**src/rtl/segment_pkg.sv**
```systemverilog
// segment_pkg: shared layout of the 128-bit clock-segment record.
// Used by the assembler (host side) and the segment generator (refclk side).
package segment_pkg;

    localparam int IN_W          = 16;
    localparam int SEG_W         = 128;
    localparam int WORDS_PER_SEG = SEG_W / IN_W;

    // Record layout: {on_counts, off_counts, repeat_counts}
    localparam int ON_MSB  = 127;
    localparam int ON_LSB  = 80;
    localparam int OFF_MSB = 79;
    localparam int OFF_LSB = 32;
    localparam int REP_MSB = 31;
    localparam int REP_LSB = 0;

    localparam int ON_W  = ON_MSB - ON_LSB + 1;
    localparam int OFF_W = OFF_MSB - OFF_LSB + 1;
    localparam int REP_W = REP_MSB - REP_LSB + 1;

endpackage

```
**src/rtl/segment_check.sv**
```systemverilog
// segment_check: combinational sanity check of a completed segment record.
// A record is usable only if both on_counts and repeat_counts are non-zero.
module segment_check
    import segment_pkg::*;
(
    input  logic [SEG_W-1:0] rec,
    output logic             valid
);

    // off_counts may legitimately be zero, so it takes no part in the check.
    logic unused_off;

    assign unused_off = ^rec[OFF_MSB:OFF_LSB];
    assign valid      = (|rec[ON_MSB:ON_LSB]) && (|rec[REP_MSB:REP_LSB]);

endmodule

```
**src/rtl/segment_assembler.sv**
```systemverilog
// segment_assembler: packs eight 16-bit host pipe words into one 128-bit
// segment record and hands it to the segment FIFO through a one-deep
// holding register. No backpressure exists upstream, so a record that
// cannot be held is dropped and counted.
// Optional build macro SEGMENT_ASSEMBLER_CHECK_EN: reject records with
// on_counts==0 or repeat_counts==0 (err_invalid); otherwise err_invalid=0.
module segment_assembler #(
    parameter int IN_W  = segment_pkg::IN_W,
    parameter int SEG_W = segment_pkg::SEG_W,
    parameter int CNT_W = 16
) (
    input  logic             ti_clk,
    input  logic             reset,
    input  logic             clear,
    input  logic             in_valid,
    input  logic [IN_W-1:0]  in_data,
    input  logic             fifo_full,
    output logic             fifo_wr_en,
    output logic [SEG_W-1:0] fifo_din,
    output logic [2:0]       word_idx,
    output logic [CNT_W-1:0] seg_count,
    output logic [CNT_W-1:0] drop_count,
    output logic             err_overflow,
    output logic             err_invalid
);

    localparam int         WORDS    = SEG_W / IN_W;
    localparam logic [2:0] LAST_IDX = 3'(WORDS - 1);

    logic [SEG_W-1:0] asm_q, asm_d;
    logic [SEG_W-1:0] hold_q, hold_d;
    logic             pend_q, pend_d;
    logic [2:0]       word_idx_q, word_idx_d;
    logic [CNT_W-1:0] seg_cnt_q, seg_cnt_d;
    logic [CNT_W-1:0] drop_cnt_q, drop_cnt_d;
    logic             err_ovf_q, err_ovf_d;

    logic             take;
    logic             complete;
    logic             wr_fire;
    logic             accept;
    logic             ovf_drop;
    logic             inv_drop;
    logic             rec_ok;
    logic [SEG_W-1:0] record;

    // The last word is the least-significant one, so the finished record is
    // the assembly register with its bottom slot replaced by the live word.
    assign record = {asm_q[SEG_W-1:IN_W], in_data};

`ifdef SEGMENT_ASSEMBLER_CHECK_EN
    logic err_inv_q, err_inv_d;

    segment_check u_check (
        .rec   (record),
        .valid (rec_ok)
    );

    // Sticky invalid flag, set whenever a completed record is rejected.
    always_comb begin
        err_inv_d = err_inv_q | inv_drop;
    end

    // Invalid-flag register; only reset clears it.
    always_ff @(posedge ti_clk or posedge reset) begin
        if (reset) err_inv_q <= 1'b0;
        else       err_inv_q <= err_inv_d;
    end

    assign err_invalid = err_inv_q;
`else
    assign rec_ok      = 1'b1;
    assign err_invalid = 1'b0;
`endif

    // Word packing, record hand-off to the holding register, counters.
    always_comb begin
        take     = in_valid & ~clear;
        complete = take & (word_idx_q == LAST_IDX);
        wr_fire  = pend_q & ~fifo_full;
        // A holding register draining on this edge frees space for the new record.
        accept   = complete & rec_ok & (~pend_q | wr_fire);
        ovf_drop = complete & rec_ok & ~accept;
        inv_drop = complete & ~rec_ok;

        asm_d = asm_q;
        if (take) begin
            asm_d[SEG_W-1-IN_W*int'(word_idx_q) -: IN_W] = in_data;
        end

        word_idx_d = word_idx_q;
        if (clear) begin
            word_idx_d = 3'd0;
        end else if (take) begin
            word_idx_d = complete ? 3'd0 : word_idx_q + 3'd1;
        end

        hold_d = accept ? record : hold_q;

        pend_d = pend_q;
        if (clear) begin
            pend_d = 1'b0;
        end else if (accept) begin
            pend_d = 1'b1;
        end else if (wr_fire) begin
            pend_d = 1'b0;
        end

        seg_cnt_d = seg_cnt_q + CNT_W'(wr_fire);

        drop_cnt_d = drop_cnt_q;
        if ((ovf_drop | inv_drop) && (drop_cnt_q != '1)) begin
            drop_cnt_d = drop_cnt_q + CNT_W'(1);
        end

        err_ovf_d = err_ovf_q | ovf_drop;
    end

    // State registers; everything returns to zero on reset.
    always_ff @(posedge ti_clk or posedge reset) begin
        if (reset) begin
            asm_q      <= '0;
            hold_q     <= '0;
            pend_q     <= 1'b0;
            word_idx_q <= 3'd0;
            seg_cnt_q  <= '0;
            drop_cnt_q <= '0;
            err_ovf_q  <= 1'b0;
        end else begin
            asm_q      <= asm_d;
            hold_q     <= hold_d;
            pend_q     <= pend_d;
            word_idx_q <= word_idx_d;
            seg_cnt_q  <= seg_cnt_d;
            drop_cnt_q <= drop_cnt_d;
            err_ovf_q  <= err_ovf_d;
        end
    end

    assign fifo_wr_en   = pend_q & ~fifo_full;
    assign fifo_din     = hold_q;
    assign word_idx     = word_idx_q;
    assign seg_count    = seg_cnt_q;
    assign drop_count   = drop_cnt_q;
    assign err_overflow = err_ovf_q;

endmodule

```
**config.mk**
```make
export PLATFORM = sky130hd
export DESIGN_NAME = segment_assembler
export DESIGN_NICKNAME = d
export VERILOG_FILES = /design/src/rtl/segment_pkg.sv /design/src/rtl/segment_check.sv /design/src/rtl/segment_assembler.sv
export SDC_FILE = /design/constraint.sdc
export NUM_CORES = 1
export LEC_CHECK = 0
export ABC_AREA = 1
export CAP_MARGIN = 0
export CORE_MARGIN = 2
export CORE_UTILIZATION = 40
export CTS_CLUSTER_SIZE = 30
export DETAILED_ROUTE_END_ITERATION = 7
export GPL_TIMING_DRIVEN = 0
export PLACE_DENSITY = 0.72
export SETUP_SLACK_MARGIN = 0.5
export SLEW_MARGIN = 20
export SYNTH_ARGS = -nofsm -noshare
export SYNTH_HDL_FRONTEND = slang
export SYNTH_SLANG_ARGS = --single-unit
```
**constraint.sdc**
```tcl
create_clock -name ti_clk -period 20.7 [get_ports ti_clk]
set_clock_uncertainty 0.15 [all_clocks]
set_input_delay 3.105 -clock ti_clk [delete_from_list [all_inputs] [get_ports ti_clk]]
set_output_delay 3.105 -clock ti_clk [all_outputs]
set_load 0.02 [all_outputs]
```
After elaboration in Yosys (flattened, before gate mapping)
Cells that the tools add are included.
{"block": "totals", "in_bits": 21, "output_inout_bits": 166, "ff_bits": 293}
{"block": "op_classes", "reduce_logical": 3, "mux": 7, "eq_ne": 2, "n_shift": 2, "add_sub_neg": 5, "bitwise_logic": 11}
{"operator": "variable shift 16 x 33 -> 143 bit, first input constant", "count": 1}
{"operator": "indexed part select 16 x 33 -> 143 bit", "count": 1}
{"operator": "bitwise mux 128 bit", "count": 1}
{"operator": "negator 8 -> 33 bit", "count": 1}
{"operator": "adder 16 x 1 -> 16 bit", "count": 1}
{"operator": "adder 16 x 1 -> 16 bit, second input constant", "count": 1}
{"operator": "!= test 16 bit, second input constant", "count": 1}
{"operator": "two-way mux 3 bit", "count": 3}
{"operator": "subtractor 7 x 7 -> 8 bit, first input constant", "count": 1}
{"operator": "AND 1 bit", "count": 5}
{"operator": "NOT 1 bit", "count": 4}
{"operator": "adder 3 x 1 -> 3 bit, second input constant", "count": 1}
{"operator": "equality test 3 bit, second input constant", "count": 1}
{"operator": "two-way mux 1 bit", "count": 3}
{"operator": "nonzero test 3 bit", "count": 1}
{"operator": "OR 1 bit", "count": 2}
{"operator": "nonzero test 2 bit", "count": 1}
{"operator": "logical AND 1 bit", "count": 1}

Depth between registers and ports, before layout
Gate-level depths: netlist (run 1).
{"block": "logic_depth", "word_depth": 7, "depth_mapped": 10}

Worst setup path before layout (run 1)
No wires, ideal clock.
{"block": "synth_timing", "path_kind": "in2out", "start": "input fifo_full", "end": "output fifo_wr_en", "path_slack_ns": 13.972, "stages": 1, "required_ns": 17.445, "arrival_time_ns": 3.473, "path_buffers": 0, "path_cell_list": "nor2_1"}
{"block": "synth_between", "elab_chain_cells": 2}
{"element": "start, declared", "line": "segment_assembler.sv:17", "source": "input logic fifo_full,"}
{"element": "NOT 1 bit", "line": "segment_assembler.sv:140", "source": "assign fifo_wr_en = pend_q & ~fifo_full;"}
{"element": "AND 1 bit", "line": "segment_assembler.sv:140"}
{"element": "end, declared", "line": "segment_assembler.sv:18", "source": "output logic fifo_wr_en,"}
No other way between the ends.

Worst setup path in the final report (run 1)
Same ends and word-level chain as after synthesis.

==> results.toml, run 1 <==
[run_status]
outcome = "finished clean"

[min_path]
worstHoldPathType = "reg -> reg"
hold_path_startpoint = "seg_count[15]$_DFF_PP0_"

[setup_path]
max_stage_delay_ns = 0.65
crit_type = "in -> out"
r2r_slack_ns = 17.90
worstPathCellList = "clkdlybuf4s50_1, nor2_1, clkdlybuf4s50_1"
crit_start = "fifo_full"
start_kind = "primary input"
crit_path_top_delay_cell = "clkdlybuf4s50_1"
end_kind = "output port"
required_ns = 17.44
regToRegStartpoint = "word_idx[1]$_DFFE_PP0P_"
path_buf_inv = 2
critPathMaxFanout = 3
cp.arrival_ns = 4.43
cpMostUsedCell = "clkdlybuf4s50_1"
crit_family = "buffers and inverters"

[detailed_routing]
drt_wl_total_um = 30800
vias = 9236
first_pass_iters = 8
drtAntennaViolNets = 0
drc_errors = 0
avgRoutedWirePerCell_um = 16.6
dr.first_iter.drc_count = 752
vias_per_cell = 4.98

[synthesis]
synthXorXnorAreaFrac_pct = 1.40
yosys_register_bits = 277
syn-cell-area_sq_um = 11300
syn_area_per_cell_sq_um = 9.13
synth_compound_area_share_pct = 10.6
synth_cell_type_count = 27
synth-simple-area-share_pct = 17.6
seq_area_frac_synth_pct = 61.5
syn-num-nets = 1265
synth_adder_area_share_pct = 1.11
muxShareOfSynthArea_pct = 0
yosys_warnings = 0
synth_edf_count = 0
synth_top_family_by_area = "simple AND/OR/NAND/NOR gates"
synth_cells = 1234
async_flop_share_pct = 100
synth_flop_cell = "dfrtp_1"

[timing]
max_slew.worst_pin.slew_ns = 0.537
timing.fmax_mhz = 130
hold_viol_final = 0
finalCriticalPeriod_ns = 7.68
rsz0062_at_grt = "false"
setup_tns_ns = 0
setup_viol = 0
hold_slack_ns = 0.314
drv_slew = 0
slew_headroom_pct = 64.2
post-route-period-util_pct = 37.1

[clock_network]
clock_sinks = 277
insertion_delay_ns = 0.56
cts.path.max_buffers = 3
cts.clk_slew.worst_paths_ns = 0.06
cts-htree-levels = 1
cts.repair.resized = 0
tritoncts = "yes"
ctsRootBufferMaster = "clkbuf_16"
post_cts_buffers = 0
cts_hold_buffers = 0
cts_made_buffers = 29

[die]
rows = 61
start_util_pct = 40.6
fp.coreArea_sq_um = 27800
fp.dieW_um = 172
ios = 187
die_y_um = 172
dieArea_sq_um = 29500

[global_routing]
grt_start_max_net_pins = 109
grt.overflow.total = 0
grt_use_total_pct = 21.2
grt_pass1_wl_um = 49100
grt_pass1_vias = 9181
antenna_found_initial = 0

[placement]
place.gp.congestion = 0.877
dp_hpwl_um = 22000
numPortBuffers = 185
place_area_sq_um = 13700

[finish]
final_cell_mix = "nand2_1, dfrtp_1, clkdlybuf4s50_1"
fin_area_sq_um = 14700
fin_nets = 1483
drive_gt1_share_pct = 6.78
diodes = 0
fill_cells = 2544
layout_commonest_cell = "nand2_1"
syn_to_final_growth_pct = 30.2

[job]
maxCapViolCount = 0

[power_and_ir_drop]
vdd_drop_max_v = 0.0000710
power_leakage_nw = 6.77
power_density_nw_per_um2 = 85.3
through the flow:
step                      utilization [%]  std cells  worst slack (ns)  total power, mW
after global routing                 52.8       1853             12.96             1.30
after global placement               48.9       1797              6.58            0.712
after detailed placement             49.2       1799             13.00            0.717
after CTS                            52.8       1853             13.00             1.26
after floorplan                         -       1234              9.81            0.676
final                                52.8       1853             13.02             1.25
sequential cells by signal (all words and copies together) (netlist names):
register and count:
fifo_din 128, asm_q 112, drop_count 16, seg_count 16
word_idx 3, err_overflow 1, pend_q 1
cells by family (layout without fill, tap and decap cells):
group	count (synthesis)	count (layout)
flip-flops	277	277
XOR/XNOR	18	18
buffers and inverters	221	462
other	1	1
AO/OA/AOI/OAI	238	238
adder cells (fa/ha/maj)	10	10
AND/OR/NAND/NOR	469	469
worst paths after layout:
check                      cells past startpoint                  endpoint
max in group asynchronous                      3  fifo_din[88]$_DFFE_PP0P_
setup / recovery                               3                fifo_wr_en
setup reg to reg                               8    asm_q[110]$_DFFE_PP0P_
min in group asynchronous                      2   seg_count[11]$_DFF_PP0_
hold reg to reg                                1   seg_count[15]$_DFF_PP0_
hold / removal                                 1   seg_count[15]$_DFF_PP0_
report_power, final:
group	internal [mW]	leakage, nW	switching (mW)
registers	0.588	3.57	0.0140
clock network	0.321	0.487	0.222
logic	0.0336	2.71	0.0731
total	0.942	6.77	0.309
synth_stat cells, types with 4 or more instances:
cell type / n / area [sq um]
nor3_2: 4 / 40.0
nor2_1: 30 / 113
o21ai_1: 56 / 280
inv_1: 154 / 578
nand4_1: 22 / 138
nor3_1: 49 / 245
nand2_1: 330 / 1240
clkbuf_1: 29 / 109
nand3b_1: 4 / 30.0
nand3_1: 23 / 115
xnor2_1: 5 / 43.8
xor2_1: 13 / 114
buf_2: 28 / 140
dfrtp_1: 277 / 6930
buf_4: 4 / 30.0
o21ai_0: 181 / 906
ha_1: 10 / 125
routing by layer:
layer | track usage, % | vias up | routed length [um]
li1 | - | 4351 | -
met5 | 0 | - | 0
met2 | 33.6 | 345 | 14100
met3 | 3.82 | 57 | 2280
met4 | 5.96 | 0 | 849
met1 | 30.1 | 4483 | 13600
cell type report:
class,count,area [sq um],area share [%]
Tap cell,378,473,3.22
Buffer,63,287,1.95
Inverter,158,601,4.09
Timing Repair Buffer,187,1910,13.0
Clock buffer,35,778,5.31
Multi-Input combinational cell,736,3460,23.6
Clock inverter,19,233,1.59
Sequential cell,277,6930,47.3
Note: power is estimated with default switching activity, not from simulation.
==> run 2, diff against run 1 <==
Settings changed: PLACE_DENSITY 0.72 to 0.74.
Clock period 20.7 ns to 6.2 ns, I/O delays scaled along.
==> run 2 against run 1 <==
Critical path depth is the same. Die area is the same. Total power grew to 3.3 times the previous value. Worst hold slack gained 0.0029 ns. Largest power group unchanged. Routed wire length grew 1.5%. Count of clock-buffer cells in the layout grew 2. Combinational power grew to 3.4 times the previous value. Final cell count grew 0.27%.
==> results.toml, run 2 (synthesized netlist as in run 1, its figures left out) <==
[run_status]
outcome = "finished clean"

[power_and_ir_drop]
p_int_mw = 3.13
total_power_mw = 4.15
power_density_nw_per_um2 = 281
power_leakage_nw = 6.81
pwr-share-comb_pct = 8.9
clock_power_share_pct = 42.6
power.switching_mw = 1.02
p_seq_share_pct = 48.5
swShare_pct = 24.6
vdd_drop_max_v = 0.000178

[detailed_routing]
dr.first_iter.drc_count = 715
drtAntennaViolNets = 0
vias = 9300
avgRoutedWirePerCell_um = 16.9
drt_wl_total_um = 31300
first_pass_iters = 5
vias_per_cell = 5.01
drc_errors = 0

[timing]
post-route-period-util_pct = 53.6
timing.fmax_mhz = 301
hold_viol_final = 0
rsz0062_at_grt = "false"
slew_headroom_pct = 55.5
setup_tns_ns = 0
setup_viol = 0
drv_slew = 0
max_slew.worst_pin.slew_ns = 0.666
finalCriticalPeriod_ns = 3.32

[die]
ios = 187
die_y_um = 172
fp.dieW_um = 172
dieArea_sq_um = 29500
rows = 61
start_util_pct = 40.6
fp.coreArea_sq_um = 27800

[placement]
place.gp.congestion = 0.868
dp_hpwl_um = 22700
numPortBuffers = 185
dp_cells = 1806

[clock_network]
ctsRootBufferMaster = "clkbuf_16"
insertion_delay_ns = 0.55
clock_sinks = 277
cts-htree-levels = 1
post_cts_buffers = 0
cts_hold_buffers = 0
cts.clk_slew.worst_paths_ns = 0.06
cts.path.max_buffers = 3
cts_made_buffers = 28
cts.repair.resized = 0
tritoncts = "yes"

[finish]
fin_nets = 1489
drive_gt1_share_pct = 7.16
diodes = 0
fill_cells = 2516
final_cell_mix = "nand2_1, dfrtp_1, clkdlybuf4s50_1"
stdcell_count = 1858
largest_reg_flops = 128
syn_to_final_growth_pct = 31.1
layout_commonest_cell = "nand2_1"

[setup_path]
regToRegStartpoint = "word_idx[1]$_DFFE_PP0P_"
crit_type = "in -> out"
r2r_end = "asm_q[107]$_DFFE_PP0P_"
required_ns = 5.12
r2r_slack_ns = 3.43
critPathMaxFanout = 3
cpMostUsedCell = "clkdlybuf4s50_1"
worstPathCellList = "clkdlybuf4s50_1, nor2_1, clkdlybuf4s50_1"
max_stage_delay_ns = 0.65
reg2regPathDepth = 8
start_kind = "primary input"
cp.arrival_ns = 2.24
end_kind = "output port"
crit_path_top_delay_cell = "clkdlybuf4s50_1"

[min_path]
worstHoldEndpoint = "seg_count[15]$_DFF_PP0_"
worstHoldPathType = "reg -> reg"
hold_path_startpoint = "seg_count[15]$_DFF_PP0_"
holdPathStages = 1

[global_routing]
grt_pass1_wl_um = 49600
grt_start_max_net_pins = 36
antenna_found_initial = 0
grt.overflow.total = 0
grt_pass1_vias = 9197
grt_use_total_pct = 21.4

[job]
maxCapViolCount = 0
## run 2: changes by cell type in the layout (fill, tap and decap cells not counted), sizes merged
cell / previous run / this run
clkinv: 9 / 8
clkbuf: 64 / 66
bufinv: 4 / 3
inv: 159 / 157
buf: 36 / 43
## run 2: final cells by class
| cell class | count | area, sq um | share of cell area [%] |
|---|---|---|---|
| Sequential cell | 277 | 6930 | 46.9 |
| Multi-Input combinational cell | 736 | 3460 | 23.4 |
| Timing Repair Buffer | 194 | 2050 | 13.9 |
| Clock buffer | 37 | 805 | 5.44 |
| Inverter | 158 | 597 | 4.04 |
| Tap cell | 378 | 473 | 3.20 |
| Buffer | 63 | 287 | 1.94 |
| Clock inverter | 15 | 179 | 1.21 |
## run 2: power groups by stage
stage               logic (mW)  registers (mW)  clock network, mW
floorplan                0.213            2.05                  0
global placement         0.335            2.04                  0
detailed placement       0.361            2.04                  0
CTS                      0.368            2.01               1.79
global route             0.415            2.02               1.86
finish                   0.367            2.01               1.77
## run 2: metal layers
| metal | global-route usage (%) | part of all wire (%) |
|---|---|---|
| met1 | 29.9 | 44 |
| met2 | 33.8 | 45 |
| met3 | 4.94 | 8.3 |
| met4 | 5.77 | 2.8 |
| met5 | 0 | 0 |
## run 2: worst max-delay path, delay by kind of cell
family                 cells  cell delay (ns)
buffers and inverters      2             1.09
AND/OR/NAND/NOR            1             0.22
## run 2: worst max-delay path by stage
stage | end | slack (ns) | from
after floorplan | asm_q[100]$_DFFE_PP0P_ | 1.45 | reset
after global placement | fifo_din[20]$_DFFE_PP0P_ | -0.39 | reset
after detailed placement | fifo_din[74]$_DFFE_PP0P_ | 2.84 | clear
after CTS | fifo_wr_en | 2.86 | fifo_full
after global routing | fifo_wr_en | 2.81 | fifo_full
final | fifo_wr_en | 2.88 | fifo_full
## run 2: metrics by stage
| step | setup WS [ns] | hold slack [ns] | utilization (%) | cell area [sq um] |
|---|---|---|---|---|
| finish | 2.88 | 0.317 | 53.2 | 14800 |
| global route | 2.81 | 0.344 | 53.2 | 14800 |
| CTS | 2.86 | 0.325 | 53.2 | 14800 |
| detailed placement | 2.84 | 0.314 | 49.7 | 13800 |
| floorplan | 1.45 | 0.293 | - | 11300 |
| global placement | -0.393 | 0.304 | 49.0 | 13600 |
